[src/rtl/insn_buffer_rvc.sv]
// Halfword instruction buffer between fetch and decode. Buffers tagged 16-bit
// fetch lanes in a circular FIFO and emits one RVC or reassembled 32-bit insn per cycle.
module insn_buffer_rvc #(
  parameter int ENTRY_COUNT  = 8,
  parameter int FETCH_HALVES = 2,
  parameter int ADDR_WIDTH   = 32
) (
  input  logic                              clk,
  input  logic                              rst,
  input  logic                              flush,
  input  logic                              enqueueValid,
  output logic                              enqueueReady,
  input  logic [$clog2(FETCH_HALVES):0]     enqueueCount,
  input  logic [ADDR_WIDTH-1:0]             enqueuePc,
  input  logic [16*FETCH_HALVES-1:0]        enqueueInsn,
  input  logic                              enqueueFault,
  input  logic                              enqueueInterruptValid,
  input  logic [3:0]                        enqueueInterruptCode,
  output logic                              dequeueValid,
  input  logic                              dequeueReady,
  output logic [ADDR_WIDTH-1:0]             dequeuePc,
  output logic [31:0]                       dequeueInsn,
  output logic                              dequeueCompressed,
  output logic                              dequeueFault,
  output logic                              dequeueInterruptValid,
  output logic [3:0]                        dequeueInterruptCode,
  output logic [$clog2(ENTRY_COUNT):0]      entryCount
);

  localparam int PTR_W = $clog2(ENTRY_COUNT);
  localparam int CNT_W = PTR_W + 1;
  localparam int ECW   = $clog2(FETCH_HALVES) + 1;

  logic [15:0]           insn_mem_r  [ENTRY_COUNT];
  logic [ADDR_WIDTH-1:0] pc_mem_r    [ENTRY_COUNT];
  logic                  fault_mem_r [ENTRY_COUNT];
  logic                  irq_mem_r   [ENTRY_COUNT];
  logic [3:0]            code_mem_r  [ENTRY_COUNT];

  logic [PTR_W-1:0] head_r;
  logic [PTR_W-1:0] tail_r;
  logic [CNT_W-1:0] count_r;

  logic [PTR_W-1:0] wr_idx_s [FETCH_HALVES];
  logic             wr_en_s  [FETCH_HALVES];
  logic [PTR_W-1:0] head1_s;
  logic [CNT_W-1:0] free_s;
  logic [CNT_W-1:0] enq_n_s;
  logic [CNT_W-1:0] deq_n_s;
  logic             e0_rvc_s;
  logic             single_s;
  logic             deq_valid_s;
  logic             enq_fire_s;
  logic             deq_fire_s;

  // Readiness is judged from the registered occupancy only; flush blocks intake.
  always_comb begin
    free_s       = CNT_W'(ENTRY_COUNT) - count_r;
    enqueueReady = !flush && (free_s >= CNT_W'(FETCH_HALVES));
    enq_fire_s   = enqueueValid && enqueueReady;
    enq_n_s      = enq_fire_s ? CNT_W'(enqueueCount) : {CNT_W{1'b0}};
  end

  // Per-lane write slot and enable; only the low enqueueCount lanes are stored.
  always_comb begin
    for (int i = 0; i < FETCH_HALVES; i++) begin
      wr_idx_s[i] = tail_r + PTR_W'(i);
      wr_en_s[i]  = enq_fire_s && (ECW'(i) < enqueueCount);
    end
  end

  // Entry storage; contents are qualified by count so they carry no reset.
  always_ff @(posedge clk) begin
    for (int i = 0; i < FETCH_HALVES; i++) begin
      if (wr_en_s[i]) begin
        insn_mem_r[wr_idx_s[i]]  <= enqueueInsn[16*i +: 16];
        pc_mem_r[wr_idx_s[i]]    <= enqueuePc + ADDR_WIDTH'(2 * i);
        fault_mem_r[wr_idx_s[i]] <= enqueueFault;
        // The interrupt belongs to the first halfword of the beat only.
        irq_mem_r[wr_idx_s[i]]   <= (i == 0) ? enqueueInterruptValid : 1'b0;
        code_mem_r[wr_idx_s[i]]  <= (i == 0) ? enqueueInterruptCode : 4'h0;
      end
    end
  end

  // Head classification: a faulted or interrupted half is always emitted alone.
  always_comb begin
    head1_s  = head_r + PTR_W'(1);
    e0_rvc_s = (insn_mem_r[head_r][1:0] != 2'b11);
    single_s = e0_rvc_s || fault_mem_r[head_r] || irq_mem_r[head_r];
    if (single_s) begin
      deq_valid_s = (count_r >= CNT_W'(1));
    end else begin
      deq_valid_s = (count_r >= CNT_W'(2));
    end
    deq_fire_s = deq_valid_s && dequeueReady && !flush;
    if (deq_fire_s) begin
      deq_n_s = single_s ? CNT_W'(1) : CNT_W'(2);
    end else begin
      deq_n_s = {CNT_W{1'b0}};
    end
  end

  // Dequeue payload; every data output is forced to zero while not valid.
  always_comb begin
    dequeueValid          = deq_valid_s;
    dequeuePc             = {ADDR_WIDTH{1'b0}};
    dequeueInsn           = 32'h0000_0000;
    dequeueCompressed     = 1'b0;
    dequeueFault          = 1'b0;
    dequeueInterruptValid = 1'b0;
    dequeueInterruptCode  = 4'h0;
    if (deq_valid_s) begin
      dequeuePc = pc_mem_r[head_r];
      if (single_s) begin
        dequeueInsn           = {16'h0000, insn_mem_r[head_r]};
        dequeueCompressed     = e0_rvc_s;
        dequeueFault          = fault_mem_r[head_r];
        dequeueInterruptValid = irq_mem_r[head_r];
        dequeueInterruptCode  = irq_mem_r[head_r] ? code_mem_r[head_r] : 4'h0;
      end else begin
        // E0 carries no interrupt here, so only E1 can supply one.
        dequeueInsn           = {insn_mem_r[head1_s], insn_mem_r[head_r]};
        dequeueCompressed     = 1'b0;
        dequeueFault          = fault_mem_r[head_r] | fault_mem_r[head1_s];
        dequeueInterruptValid = irq_mem_r[head1_s];
        dequeueInterruptCode  = irq_mem_r[head1_s] ? code_mem_r[head1_s] : 4'h0;
      end
    end else begin
      dequeuePc = {ADDR_WIDTH{1'b0}};
    end
  end

  // Pointer and occupancy state; flush wins over both enqueue and dequeue.
  always_ff @(posedge clk or posedge rst) begin
    if (rst) begin
      head_r  <= {PTR_W{1'b0}};
      tail_r  <= {PTR_W{1'b0}};
      count_r <= {CNT_W{1'b0}};
    end else if (flush) begin
      head_r  <= {PTR_W{1'b0}};
      tail_r  <= {PTR_W{1'b0}};
      count_r <= {CNT_W{1'b0}};
    end else begin
      head_r  <= head_r + deq_n_s[PTR_W-1:0];
      tail_r  <= tail_r + enq_n_s[PTR_W-1:0];
      count_r <= count_r + enq_n_s - deq_n_s;
    end
  end

  assign entryCount = count_r;

endmodule

[config.mk]
export PLATFORM = sky130hd
export DESIGN_NAME = insn_buffer_rvc
export DESIGN_NICKNAME = d
export VERILOG_FILES = /design/src/rtl/insn_buffer_rvc.sv
export SDC_FILE = /design/constraint.sdc
export NUM_CORES = 1
export LEC_CHECK = 0
export ABC_AREA = 0
export CORE_ASPECT_RATIO = 1.1
export CORE_MARGIN = 2
export CORE_UTILIZATION = 50
export DETAILED_ROUTE_END_ITERATION = 10
export GPL_TIMING_DRIVEN = 0
export PLACE_DENSITY = 0.79
export SLEW_MARGIN = 40
export SYNTH_ARGS = -nofsm -noshare
export SYNTH_HDL_FRONTEND = slang
export SYNTH_SLANG_ARGS = --single-unit
[constraint.sdc]
create_clock -name clk -period 5.25 [get_ports clk]
set_input_delay 1.575 -clock clk [delete_from_list [all_inputs] [get_ports clk]]
set_output_delay 1.575 -clock clk [all_outputs]
set_load 0.01 [all_outputs]
==> results.json, run 1 <==
{
  "outcome": "finished clean",
  "wl_mm": 78.4,
  "ir_drop_mv": 0.299,
  "synthCells": 2116,
  "finalSetupViolations": 0,
  "drv_cap": 0,
  "ys_types": 49,
  "layout_min_cycle_time_ns": 5.25,
  "yosysTopAreaCell": "edfxtp_1",
  "gp_congestion": 0.873,
  "grt_max_degree": 31,
  "netlist_top_cells_area": "edfxtp_1, mux4_2, nand2_1",
  "overflow": 0,
  "hold_violations": 0,
  "drive_gt1_share_pct": 17.9,
  "grt_usage_pct": 30.7,
  "syn_avg_cell_area_sq_um": 11.6,
  "critical_path_buf_inv_count": 4,
  "fmax_ghz": 0.191,
  "syn_nets": 2210,
  "max-clock-path-buffers": 3,
  "hold_class": "reg -> reg",
  "cp.required_ns": 3.68,
  "cp_slowest_cell": "clkdlybuf4s50_1",
  "slew_violations": 0,
  "critPathLaunchType": "register",
  "fp-row-count": 85,
  "cts_tree": "done",
  "antenna_found_initial": 3,
  "synthesis.area_sq_um": 24600,
  "cts.sinks": 442,
  "nFillCells": 3730,
  "final_common_cell": "nand2_1",
  "cpLargestDelayFamily": "buffers and inverters",
  "fin_tns_setup_ns": 0,
  "layout-area-overhead-vs-synth_pct": 16.9,
  "ys_ff_latch": 442,
  "design.portCount": 154,
  "yosysSeqAreaShare_pct": 52.1,
  "final_cell_mix": "nand2_1, edfxtp_1, nor2_1, mux4_2, xor2_1",
  "routedWlPerCell_um": 26.2,
  "num_vias": 18600,
  "die_area_sq_um": 51000,
  "p_leak_uw": 0.0109,
  "cp.arrival_ns": 3.67,
  "coreArea_sq_um": 48800,
  "final_antenna_net_count": 0,
  "max_stage_delay_ns": 0.62,
  "initial_utilization_pct": 50.4,
  "die_x_um": 215,
  "async_reset_ff_share_pct": 2.26,
  "synth_top_area_share_pct": 47.9,
  "viasPerCell": 6.22,
  "final_nets": 2396,
  "synth_ff_type": "edfxtp_1",
  "yosys_warnings": 0,
  "drtIter0Drc": 2921,
  "cts_htree_levels": 2,
  "drc_errors": 0,
  "numCtsBuffers": 47,
  "tightest_slew_ns": 0.980,
  "end_kind": "output pin",
  "root_buffer": "clkbuf_16",
  "synth_edf_count": 392,
  "crit_chain": "buf_8 > buf_12 > mux4_2 > mux2i_2 > and4bb_1 > buf_6 > nand2_4 > a21oi_1 > clkdlybuf4s50_1",
  "cts_hold_buf": 0,
  "clock_latency_ns": 0.60,
  "grt_pass1_vias": 18800,
  "grt_pass1_wl_mm": 115,
  "crit_type": "reg -> out",
  "cts.clk_slew.worst_paths_ns": 0.06,
  "period_share_pct": 99.9,
  "p_per_area_nw_per_um2": 421,
  "dr.pass1.iters": 6,
  "maxSlewHeadroom_pct": 34.7,
  "fin_total_pwr_uw": 12100,
  "detailed_place_hpwl_mm": 51.3,
  "portBuffers": 102,
  "instances_no_fill": 2996,
  "dp.cells": 2889,
  "fin_skew_ns": 0.0200,
  "die_h_um": 237,
  "crit_fanout": 10
}
## what timing repair did
action,CTS,global route
setup buffers,6,11
hold endpoints to repair,0,0
pin swaps,0,1
resized for setup,28,52
setup endpoints to repair,71,55
## path summary, 6_finish.rpt
| check | from | to | slack (ns) | cells after the start |
|---|---|---|---|---|
| max | head_r[0] | dequeueInsn[31] | 0.005 | 9 |
| min | code_mem_r[3][1] | code_mem_r[3][1] | 0.52 | 2 |
| max reg2reg | entryCount[1] | pc_mem_r[6][26] | 0.56 | 11 |
| min reg2reg | code_mem_r[3][1] | code_mem_r[3][1] | 0.52 | 2 |
| max in group asynchronous | rst | head_r[1] | 3.66 | 2 |
| min in group asynchronous | rst | tail_r[2] | 1.29 | 2 |
## sequential cells by signal, summed over array words and instances, names as in the netlist
register / cells
fault_mem_r: 8
code_mem_r: 32
insn_mem_r: 128
pc_mem_r: 256
irq_mem_r: 8
entryCount: 4
tail_r: 3
head_r: 3
## report_power, final
part | internal, uW | total (uW) | switching (uW)
clock network | 2050 | 3490 | 1440
registers | 4090 | 4210 | 121
logic | 2040 | 4400 | 2360
## routing by layer
layer	up-vias	share of wire (%)	global-route usage (%)	wire, um
met4	0	6.0	17.0	4700
met2	1522	47	49.4	37200
met1	9019	34	38.0	26500
met5	-	0	0	0
li1	7726	-	-	-
met3	357	13	7.78	9970
## cells by family after synthesis
| logic type | synth area share [%] |
|---|---|
| muxes | 18.0 |
| DFF | 52.1 |
| xor gates and xnor gates | 8.34 |
| and+or+nand+nor | 15.2 |
| AOI/OAI and AO/OA | 1.56 |
| buffers and inverters | 3.85 |
| adders and majority gates | 0.987 |
## through the flow
step | instance area [sq um] | utilization, % | worst slack (ns) | hold WS, ns
6_report | 28800 | 58.9 | 0.00466 | 0.525
5_1_grt | 28800 | 58.9 | -0.0150 | 0.544
4_1_cts | 28500 | 58.4 | -0.000443 | 0.526
3_5_place_dp | 26800 | 54.9 | -0.185 | 0.509
3_3_place_gp | 26400 | 54.1 | -2.00 | 0.490
2_1_floorplan | 24600 | - | 0.772 | 0.473
## area by class of cell
type                       instances  area (sq um)  area share, %
buffer                           193           986           3.43
clock buffer                      64          1310           4.56
antenna                            4          10.0         0.0348
timing repair buffer             138          1570           5.46
clock inverter                    23           268          0.931
tap                              652           816           2.84
sequential                       442         12800           44.6
multi-input combinational       1463         10900           37.9
inverter                          17          63.8          0.222
## synthesized netlist by cell type, types with 2 or more instances
master      n
a21boi_1    8
a21oi_1    23
and2_1      2
and3_1     10
and4_1     12
buf_1      32
buf_2      20
buf_4       8
buf_6       3
buf_8       5
clkbuf_1  109
clkbuf_2   17
dfrtp_1    10
dfxtp_1    40
edfxtp_1  392
fa_1        4
ha_1       13
inv_1      14
inv_2       3
mux2i_1    92
mux2i_4     3
mux4_2    151
nand2_1   578
nand3_1    15
nand4_1    11
nor2_1    194
nor2_2     47
nor2b_1     5
nor3_1      4
nor3_2      2
nor3b_1     5
o211ai_1    8
o21ai_0    25
or2_2       3
or3_1       2
xnor2_1   116
xor2_1    118
## worst min-delay path, delay by kind of cell (launching register included)
family        cells  cell delay (ns)
flops             1             0.34
mux               1             0.08
simple gates      1             0.07
Power figures use the tool's default switching activity.
==> run 2: changes to the inputs <==
==> constraint.sdc (replaced) <==
create_clock -name clk -period 5.25 [get_ports clk]
set_input_delay 1.575 -clock clk [delete_from_list [all_inputs] [get_ports clk]]
set_output_delay 1.575 -clock clk [all_outputs]
set_load 0.02 [all_outputs]
==> run 2 against run 1 <==
Against the previous run:
- the run now ends with setup timing left
- clock power barely moved
- critical path type unchanged
- non-clock buffer count fell by 10
- sequential power barely moved
- cell count fell by 0.30%
==> results.json, run 2 (synthesis gave the netlist of run 1 again) <==
{
  "outcome": "finished, violations left",
  "violations": "setup timing",
  "layout_setup_ws_ns": -0.0281,
  "grt_pass1_vias": 18700,
  "numCtsBuffers": 47,
  "cts_hold_buf": 0,
  "portBuffers": 102,
  "max_stage_delay_ns": 0.53,
  "drv_cap": 0,
  "fin_total_pwr_uw": 12100,
  "coreArea_sq_um": 48800,
  "fin_skew_ns": 0.0231,
  "p_leak_uw": 0.0105,
  "cp_slowest_cell": "mux4_2",
  "crit_chain": "buf_8 > buf_6 > mux4_2 > mux2i_2 > and4bb_1 > buf_6 > mux2i_4 > buf_12 > buf_12 > nor2_2 > dlygate4sd2_1",
  "final_area_sq_um": 28500,
  "drc_errors": 0,
  "detailed_place_hpwl_mm": 51.3,
  "gp_congestion": 0.873,
  "final_common_cell": "nand2_1",
  "cts_htree_levels": 2,
  "final_cell_mix": "nand2_1, edfxtp_1, nor2_1, mux4_2, xor2_1",
  "crit_type": "reg -> out",
  "fp-row-count": 85,
  "initial_utilization_pct": 50.4,
  "cp.arrival_ns": 3.70,
  "maxSlewHeadroom_pct": 37.6,
  "cts_tree": "done",
  "ff_latch_area_sq_um": 12800,
  "max-clock-path-buffers": 3,
  "drtIter0Drc": 2649,
  "critical_path_buf_inv_count": 6,
  "ir_drop_mv": 0.309,
  "multi_input_area_sq_um": 10900,
  "cp.required_ns": 3.68,
  "grt_max_degree": 31,
  "final_antenna_net_count": 0,
  "critPathLaunchType": "register",
  "die_area_sq_um": 51000,
  "final_nets": 2386,
  "dr.pass1.iters": 5,
  "slew_violations": 0,
  "grt_usage_pct": 30.7,
  "cpLargestDelayFamily": "buffers and inverters",
  "design.portCount": 154,
  "cts.sinks": 442,
  "place_area_sq_um": 26800,
  "num_vias": 18600,
  "overflow": 0,
  "routedWlPerCell_um": 26.4,
  "nFillCells": 3762,
  "dp_slack_ns": -0.185,
  "wl_mm": 78.7,
  "largest_reg_flops": 256,
  "hold_violations": 0,
  "viasPerCell": 6.22,
  "root_buffer": "clkbuf_16",
  "p_per_area_nw_per_um2": 424,
  "crit_fanout": 10,
  "die_h_um": 237,
  "cts.clk_slew.worst_paths_ns": 0.06,
  "finalSetupViolations": 3,
  "layout_min_cycle_time_ns": 5.28,
  "drive_gt1_share_pct": 17.6,
  "die_x_um": 215,
  "clock_latency_ns": 0.60,
  "end_kind": "output pin",
  "antenna_found_initial": 3,
  "hold_class": "reg -> reg",
  "period_share_pct": 101,
  "tightest_slew_ns": 0.936,
  "layout-area-overhead-vs-synth_pct": 15.8,
  "fmax_ghz": 0.189,
  "grt_pass1_wl_mm": 115
}
-- run 2: what timing repair did --
item | in CTS | in global routing
buffers inserted | 3 | 3
setup endpoints to repair | 71 | 50
gates resized for setup | 87 | 13
-- run 2: final cells by class --
type | count | share of cell area [%]
inverters | 17 | 0.224
flip-flops and latches | 442 | 45.0
clock inverters | 23 | 0.940
diodes | 5 | 0.0439
repair buffers | 127 | 4.56
clock buffers | 64 | 4.61
plain buffers | 194 | 3.38
multi-input cells | 1463 | 38.3
well taps | 652 | 2.87
-- run 2: path summary, 6_finish.rpt --
path	cells after the start	slack, ns	end	startpoint
min in group asynchronous	2	1.29	tail_r[2]	rst
hold reg to reg	2	0.53	code_mem_r[3][1]	code_mem_r[3][1]
hold / removal	2	0.53	code_mem_r[3][1]	code_mem_r[3][1]
setup / recovery	11	-0.03	dequeueInsn[15]	head_r[0]
setup reg to reg	11	0.52	pc_mem_r[6][26]	entryCount[1]
max in group asynchronous	2	3.66	head_r[1]	rst
-- run 2: routing by layer --
| layer | wire (um) | up-vias | GRT usage (%) |
|---|---|---|---|
| met2 | 37400 | 1560 | 49.5 |
| met4 | 4720 | 0 | 16.9 |
| li1 | - | 7692 | - |
| met1 | 26300 | 8976 | 38.0 |
| met3 | 10200 | 366 | 7.73 |
| met5 | 0 | - | 0 |
-- run 2: tightest hold or removal path, cell delays in order, from the launching register on --
cell     delay, ns
dfxtp_1       0.34
mux2i_1       0.08
nor2_1        0.07
-- run 2: metrics by stage --
stage | instances | hold slack [ns] | TNS (ns) | utilization (%)
after global placement | 2870 | 0.490 | -665.46 | 54.1
final | 2987 | 0.526 | -0.0413 | 58.3
after global routing | 2985 | 0.548 | -0.779 | 58.3
after CTS | 2979 | 0.526 | -0.00384 | 58.2
after floorplan | 2116 | 0.473 | 0 | -
after detailed placement | 2889 | 0.509 | -6.21 | 54.9
-- run 2: where the power goes --
part	internal [uW]	leakage [uW]	switching, uW
Sequential	4090	0.00400	122
Combinational	1740	0.00572	2610
Clock	2050	0.000779	1450
Total	7880	0.0105	4180
